## config.mk

```make
export PLATFORM = sky130hd
export DESIGN_NAME = ram_arbiter
export DESIGN_NICKNAME = d
export VERILOG_FILES = /design/src/rtl/constants.sv /design/src/rtl/ram_lat_pipe.sv /design/src/rtl/ram_arbiter.sv
export SDC_FILE = /design/constraint.sdc
export NUM_CORES = 1
export LEC_CHECK = 0
export ABC_AREA = 1
export CELL_PAD_IN_SITES_DETAIL_PLACEMENT = 0
export CELL_PAD_IN_SITES_GLOBAL_PLACEMENT = 1
export CORE_MARGIN = 5
export CORE_UTILIZATION = 25
export CTS_CLUSTER_DIAMETER = 120
export DETAILED_ROUTE_END_ITERATION = 7
export GPL_TIMING_DRIVEN = 0
export PLACE_DENSITY = 0.8
export SYNTH_ARGS = -nofsm -noshare
export SYNTH_HDL_FRONTEND = slang
export SYNTH_SLANG_ARGS = --single-unit
```

## constraint.sdc

```tcl
create_clock -name clk -period 3.4 [get_ports clk]
set_input_delay 0.68 -clock clk [delete_from_list [all_inputs] [get_ports clk]]
set_output_delay 0.68 -clock clk [all_outputs]
set_load 0.1 [all_outputs]
```

## src/rtl/constants.sv

```systemverilog
// Shared types and defaults for the RAM arbiter: FSM state encoding,
// the return-path tag carried alongside each RAM read, and default sizing.
package constants;

  localparam int DEF_LINE_WORDS = 4;
  localparam int DEF_RAM_LAT    = 2;

  // Wide enough for any sensible line size; the arbiter uses the low bits.
  localparam int TAG_IDX_W      = 8;

  typedef enum logic [2:0] {
    IDLE    = 3'd0,
    I_ISSUE = 3'd1,
    I_DRAIN = 3'd2,
    D_READ  = 3'd3,
    D_WRITE = 3'd4
  } arb_state_t;

  typedef struct packed {
    logic                 valid;
    logic                 is_i;
    logic [TAG_IDX_W-1:0] idx;
    logic                 last;
  } arb_tag_t;

  localparam arb_tag_t TAG_NONE = '0;

endpackage

```

## src/rtl/ram_lat_pipe.sv

```systemverilog
// Delay line that carries a return tag for every RAM read so it lines up
// with ram_rdata exactly DEPTH cycles after the issue.
module ram_lat_pipe
  import constants::*;
#(
  parameter int DEPTH = DEF_RAM_LAT
) (
  input  logic     clk,
  input  logic     rst,
  input  arb_tag_t tag_in,
  output arb_tag_t tag_out
);

  arb_tag_t stage [DEPTH];

  // Shift tags one stage per cycle; reset drops anything still in flight.
  always_ff @(posedge clk or posedge rst) begin
    if (rst) begin
      for (int k = 0; k < DEPTH; k++) begin
        stage[k] <= TAG_NONE;
      end
    end else begin
      stage[0] <= tag_in;
      for (int k = 1; k < DEPTH; k++) begin
        stage[k] <= stage[k-1];
      end
    end
  end

  assign tag_out = stage[DEPTH-1];

endmodule

```

## src/rtl/ram_arbiter.sv

```systemverilog
// Shares one single-port RAM between the instruction refill side and the
// data load/store side. Round-robin grant in IDLE, critical-word-first
// refill bursts, and return routing driven purely by the tag delay line.
module ram_arbiter
  import constants::*;
#(
  parameter int ADDR_W     = 32,
  parameter int DATA_W     = 32,
  parameter int LINE_WORDS = DEF_LINE_WORDS,
  parameter int RAM_LAT    = DEF_RAM_LAT
) (
  input  logic                          clk,
  input  logic                          rst,
  input  logic                          i_miss,
  input  logic [ADDR_W-1:0]             i_addr,
  output logic [DATA_W-1:0]             i_word,
  output logic                          i_word_ready,
  output logic [$clog2(LINE_WORDS)-1:0] i_word_idx,
  output logic                          i_last,
  input  logic                          d_req,
  input  logic                          d_we,
  input  logic [ADDR_W-1:0]             d_addr,
  input  logic [DATA_W-1:0]             d_wdata,
  input  logic [DATA_W/8-1:0]           d_be,
  output logic [DATA_W-1:0]             d_rdata,
  output logic                          d_ack,
  output logic                          ram_en,
  output logic                          ram_we,
  output logic [DATA_W/8-1:0]           ram_be,
  output logic [ADDR_W-1:0]             ram_addr,
  output logic [DATA_W-1:0]             ram_wdata,
  input  logic [DATA_W-1:0]             ram_rdata
);

  localparam int BE_W  = DATA_W / 8;
  localparam int IDX_W = $clog2(LINE_WORDS);
  localparam int OFF   = $clog2(BE_W);
  localparam int CNT_W = $clog2(LINE_WORDS + RAM_LAT) + 1;
  localparam logic [ADDR_W-1:0] LINE_MASK = ADDR_W'(LINE_WORDS * BE_W - 1);

  arb_state_t        state;
  arb_state_t        state_nxt;
  logic [CNT_W-1:0]  cnt;
  logic              last_i;
  logic [ADDR_W-1:0] lat_addr;
  logic [DATA_W-1:0] lat_wdata;
  logic [BE_W-1:0]   lat_be;
  logic              wr_ack;

  logic              i_act;
  logic              d_act;
  logic              grant_i;
  logic              grant_d;
  logic              issue_i;
  logic              issue_dr;
  logic              issue_dw;
  logic [IDX_W-1:0]  cur_idx;
  logic              d_rd_ack;

  arb_tag_t          tag_in;
  arb_tag_t          tag_out;

  // A requester whose completion strobe is showing this cycle is masked so
  // its still-high level request is not granted a second time.
  assign i_act   = i_miss & ~i_last;
  assign d_act   = d_req & ~d_ack;
  assign grant_i = (state == IDLE) & i_act & (~d_act | ~last_i);
  assign grant_d = (state == IDLE) & d_act & (~i_act | last_i);

  // Next-state selection; D_READ and I_DRAIN are timed by cnt so IDLE is
  // reached in the very cycle the final word comes back.
  always_comb begin
    state_nxt = state;
    case (state)
      IDLE: begin
        if (grant_i) begin
          state_nxt = I_ISSUE;
        end else if (grant_d) begin
          state_nxt = d_we ? D_WRITE : D_READ;
        end
      end
      I_ISSUE: begin
        if (cnt == CNT_W'(LINE_WORDS - 1)) begin
          state_nxt = (RAM_LAT == 1) ? IDLE : I_DRAIN;
        end
      end
      I_DRAIN: begin
        if (cnt == CNT_W'(RAM_LAT - 2)) begin
          state_nxt = IDLE;
        end
      end
      D_READ: begin
        if (cnt == CNT_W'(RAM_LAT - 1)) begin
          state_nxt = IDLE;
        end
      end
      D_WRITE: begin
        state_nxt = IDLE;
      end
      default: begin
        state_nxt = IDLE;
      end
    endcase
  end

  // State register and per-state cycle counter, restarting on every change.
  always_ff @(posedge clk or posedge rst) begin
    if (rst) begin
      state <= IDLE;
      cnt   <= '0;
    end else begin
      state <= state_nxt;
      if ((state_nxt != state) || (state == IDLE)) begin
        cnt <= '0;
      end else begin
        cnt <= cnt + CNT_W'(1);
      end
    end
  end

  // Capture the winner's request at grant so a requester that drops or
  // changes its inputs mid-operation cannot corrupt the access.
  always_ff @(posedge clk or posedge rst) begin
    if (rst) begin
      last_i    <= 1'b0;
      lat_addr  <= '0;
      lat_wdata <= '0;
      lat_be    <= '0;
    end else if (grant_i) begin
      last_i    <= 1'b1;
      lat_addr  <= i_addr;
    end else if (grant_d) begin
      last_i    <= 1'b0;
      lat_addr  <= d_addr;
      lat_wdata <= d_wdata;
      lat_be    <= d_be;
    end
  end

  // Stores complete one cycle after their issue, independent of RAM_LAT.
  always_ff @(posedge clk or posedge rst) begin
    if (rst) begin
      wr_ack <= 1'b0;
    end else begin
      wr_ack <= (state == D_WRITE);
    end
  end

  assign issue_i  = (state == I_ISSUE);
  assign issue_dr = (state == D_READ) && (cnt == '0);
  assign issue_dw = (state == D_WRITE);

  // Critical word first: the index wraps inside the line.
  assign cur_idx = lat_addr[OFF +: IDX_W] + cnt[IDX_W-1:0];

  // RAM bus drive; everything is held at zero outside an issue cycle.
  always_comb begin
    ram_en    = issue_i | issue_dr | issue_dw;
    ram_we    = issue_dw;
    ram_be    = '0;
    ram_wdata = '0;
    ram_addr  = '0;
    if (issue_i) begin
      ram_addr = (lat_addr & ~LINE_MASK) | (ADDR_W'(cur_idx) << OFF);
    end else if (issue_dr) begin
      ram_addr = lat_addr;
    end else if (issue_dw) begin
      ram_addr  = lat_addr;
      ram_be    = lat_be;
      ram_wdata = lat_wdata;
    end
  end

  // Build the return tag for each read so routing never looks at state.
  always_comb begin
    tag_in = TAG_NONE;
    if (issue_i) begin
      tag_in.valid = 1'b1;
      tag_in.is_i  = 1'b1;
      tag_in.idx   = TAG_IDX_W'(cur_idx);
      tag_in.last  = (cnt == CNT_W'(LINE_WORDS - 1));
    end else if (issue_dr) begin
      tag_in.valid = 1'b1;
      tag_in.is_i  = 1'b0;
      tag_in.last  = 1'b1;
    end
  end

  ram_lat_pipe #(
    .DEPTH (RAM_LAT)
  ) u_lat_pipe (
    .clk     (clk),
    .rst     (rst),
    .tag_in  (tag_in),
    .tag_out (tag_out)
  );

  assign i_word_ready = tag_out.valid & tag_out.is_i;
  assign i_last       = i_word_ready & tag_out.last;
  assign i_word_idx   = i_word_ready ? tag_out.idx[IDX_W-1:0] : '0;
  assign i_word       = i_word_ready ? ram_rdata : '0;

  assign d_rd_ack = tag_out.valid & ~tag_out.is_i;
  assign d_ack    = d_rd_ack | wr_ack;
  assign d_rdata  = d_rd_ack ? ram_rdata : '0;

endmodule

```

==> results.sh <==
export IMPL_worst_pin_slew_ns=1.03
export IMPL_syn_inst=604
export IMPL_grt_max_degree=46
export IMPL_clock_fmax_ghz=0.310
export IMPL_report_final_slew_viol_count=0
export IMPL_whs_ns=0.349
export IMPL_initial_core_util_pct=25.3
export IMPL_critPathRequiredTime_ns=2.72
export IMPL_gr_total_overflow=0
export IMPL_port_buffer_count=275
export IMPL_min_period_ns=3.23
export IMPL_cpPeakStageDelay_ns=0.88
export IMPL_routed_wl_um=16200
export IMPL_num_vias=4736
export IMPL_final_nets=1032
export IMPL_grt_usage_pct=15.2
export IMPL_wl_per_cell_um=14.4
export IMPL_p_leak_uw=0.00378
export IMPL_drt_iter0_drc=178
export IMPL_core_area_mm2=0.0179
export IMPL_cts_buffers=9
export IMPL_die_w_um=144
export IMPL_ys_types=24
export IMPL_num_fill_cells=1870
export IMPL_syn_nets=745
export IMPL_clk_pin_slew_ns=0.06
export IMPL_powerDensity_mw_per_mm2=1150
export IMPL_critPathLaunchType="flip-flop"
export IMPL_yosysWarnings=0
export IMPL_fin_crit_sh_pct=94.9
export IMPL_synth_top_area_share_pct=48.1
export IMPL_gp_congestion=0.772
export IMPL_rows=49
export IMPL_die_area_mm2=0.0209
export IMPL_crit_buf_inv=4
export IMPL_path_common_cell="nor2_2"
export IMPL_layout_commonest_cell="clkdlybuf4s50_1"
export IMPL_root_buffer="clkbuf_16"
export IMPL_cp_max_fo=10
export IMPL_diodes=0
export IMPL_avgSynthCellArea_um2=7.49
export IMPL_ios=276
export IMPL_endpoint_kind="primary output"
export IMPL_hpwlAfterDp_um=13000
export IMPL_via_per_inst=4.21
export IMPL_seq_area_frac_synth_pct=48.1
export IMPL_worstHoldPathCells=0
export IMPL_grt_first_pass_wirelength_um=24700
export IMPL_max_cap_viol_count=0
export IMPL_crit_chain="inv_1, ha_1, nand2_1, nor2_2, nor2_2, inv_2, nor2_2, buf_6, nor2_2, dlygate4sd2_1"
export IMPL_max_slew_margin_pct=31.3
export IMPL_layout_common_cells="206 x clkdlybuf4s50_1, 116 x nand2_1, 113 x inv_1"
export IMPL_skew_ns=0.00949
export IMPL_htreeDepth=3
export IMPL_insertion_delay_ns=0.34
export IMPL_grt_pass1_vias=4892
export IMPL_antenna_found_initial=1
export IMPL_cts_setup_buffers=0
export IMPL_firstDrtPassIters=4
export IMPL_clockBufferDepth=2
export IMPL_die_h_um=144
export IMPL_synth_cell_area_mm2=0.00452
export IMPL_rr_worst_depth=7
export IMPL_cts_tree="done"
export IMPL_rsz0062_at_grt="no"
export IMPL_rrSetupSlack_ns=1.65
export IMPL_syn2layout_area_growth_pct=72.5
export IMPL_finalSetupViolCount=0
export IMPL_final_antenna_net_count=0
export IMPL_critPathTopFamily="buffers and inverters"
export IMPL_critPathArrivalTime_ns=2.55
export IMPL_synth_area_top_cells="dfrtp_1 48%, nor2_1 11%, nand2_1 9.6%, inv_1 9.5%, o211ai_1 5.5%"
export IMPL_max_vdd_ir_drop_mv=0.683
export IMPL_layout_drive_gt1_share_pct=15.0
export IMPL_yosys_area_top_type="dfrtp_1"
export IMPL_status="completed"
export IMPL_hp_class="reg -> reg"
export IMPL_route_detailed_drc=0
export IMPL_setup_tns_ns=0
export IMPL_finalHoldViolations=0
export IMPL_ys_seq_elements=87
export IMPL_path_class="reg -> out"
export IMPL_crit_cells=10
export IMPL_clkSinkCount=87
export IMPL_cp_slowest_cell="dlygate4sd2_1"
sequential cells by signal (all words and copies together), names as in the netlist:
register / count
cnt: 4
wr_ack: 1
lat_addr: 32
u_lat_pipe.tag_out: 5
u_lat_pipe.stage: 5
lat_wdata: 32
state: 3
last_i: 1
lat_be: 4
layer usage:
layer  track usage, %  share of wire, %  wire length, um
met5                0             0.080               13
met4             5.06               1.6              255
met3             6.02                13             2030
met2             27.1                48             7810
met1             16.4                38             6120
kinds of logic after synthesis:
group                      Yosys count  synth area share, %
DFF                                 87                 48.1
buffers and inverters              151                 14.3
adders and majority gates            4                 1.11
and+or+nand+nor                    284                 25.6
AOI/OAI and AO/OA                   75                 10.3
xor gates and xnor gates             3                0.581
metrics by stage:
stage	cell area [um^2]	utilization, %	total power, uW	cells	setup slack, ns
2_1_floorplan	4580	-	6540	604	-0.354
3_3_place_gp	7620	42.6	8020	1108	-1.15
3_5_place_dp	7650	42.7	8060	1109	0.0366
4_1_cts	7950	44.4	9090	1124	0.000107
5_1_grt	7800	43.6	9460	1124	0.00296
6_report	7800	43.6	8960	1124	0.173
where the power goes:
part / total, uW / switching, uW / leakage, uW / internal [uW]
clock network: 1130 / 410 / 0.000163 / 717
logic: 6150 / 4810 / 0.00254 / 1340
registers: 1680 / 167 / 0.00108 / 1510
what timing repair did:
action / 4_1_cts / 5_1_grt
endpoints found under the setup margin: 60 / 54
gates resized for setup: 87 / 85
hold buffers: 0 / 0
pin swaps: 0 / 0
synth_stat cells:
| cell | n |
|---|---|
| buf_1 | 1 |
| buf_2 | 9 |
| buf_6 | 9 |
| clkbuf_1 | 10 |
| dfrtp_1 | 87 |
| ha_1 | 4 |
| inv_1 | 114 |
| inv_2 | 8 |
| nand2_1 | 116 |
| nand2_2 | 4 |
| nand3_1 | 8 |
| nand4_1 | 2 |
| nor2_1 | 133 |
| nor2_2 | 13 |
| nor2_4 | 2 |
| nor3_1 | 5 |
| nor3_4 | 1 |
| o2111ai_1 | 1 |
| o211ai_1 | 33 |
| o21ai_0 | 30 |
| o21ai_1 | 10 |
| o32ai_1 | 1 |
| xnor2_1 | 1 |
| xor2_1 | 2 |
path summary, 6_finish.rpt:
check	from	end
min in group asynchronous	rst	lat_wdata[8]
min	u_lat_pipe.stage[20]	u_lat_pipe.tag_out[9]
max in group asynchronous	rst	lat_wdata[29]
min reg2reg	u_lat_pipe.stage[20]	u_lat_pipe.tag_out[9]
max reg2reg	state[1]	lat_wdata[23]
max	cnt[0]	ram_addr[5]
cell type report:
type	instances	area (um^2)	share of cell area (%)
Clock buffer	10	229	2.94
Multi-Input combinational cell	366	1760	22.6
Sequential cell	87	2180	27.9
Clock inverter	5	108	1.38
Tap cell	229	287	3.67
Timing Repair Buffer	276	2590	33.2
Buffer	29	188	2.41
Inverter	122	460	5.90
(Power assumes the default switching activity.)
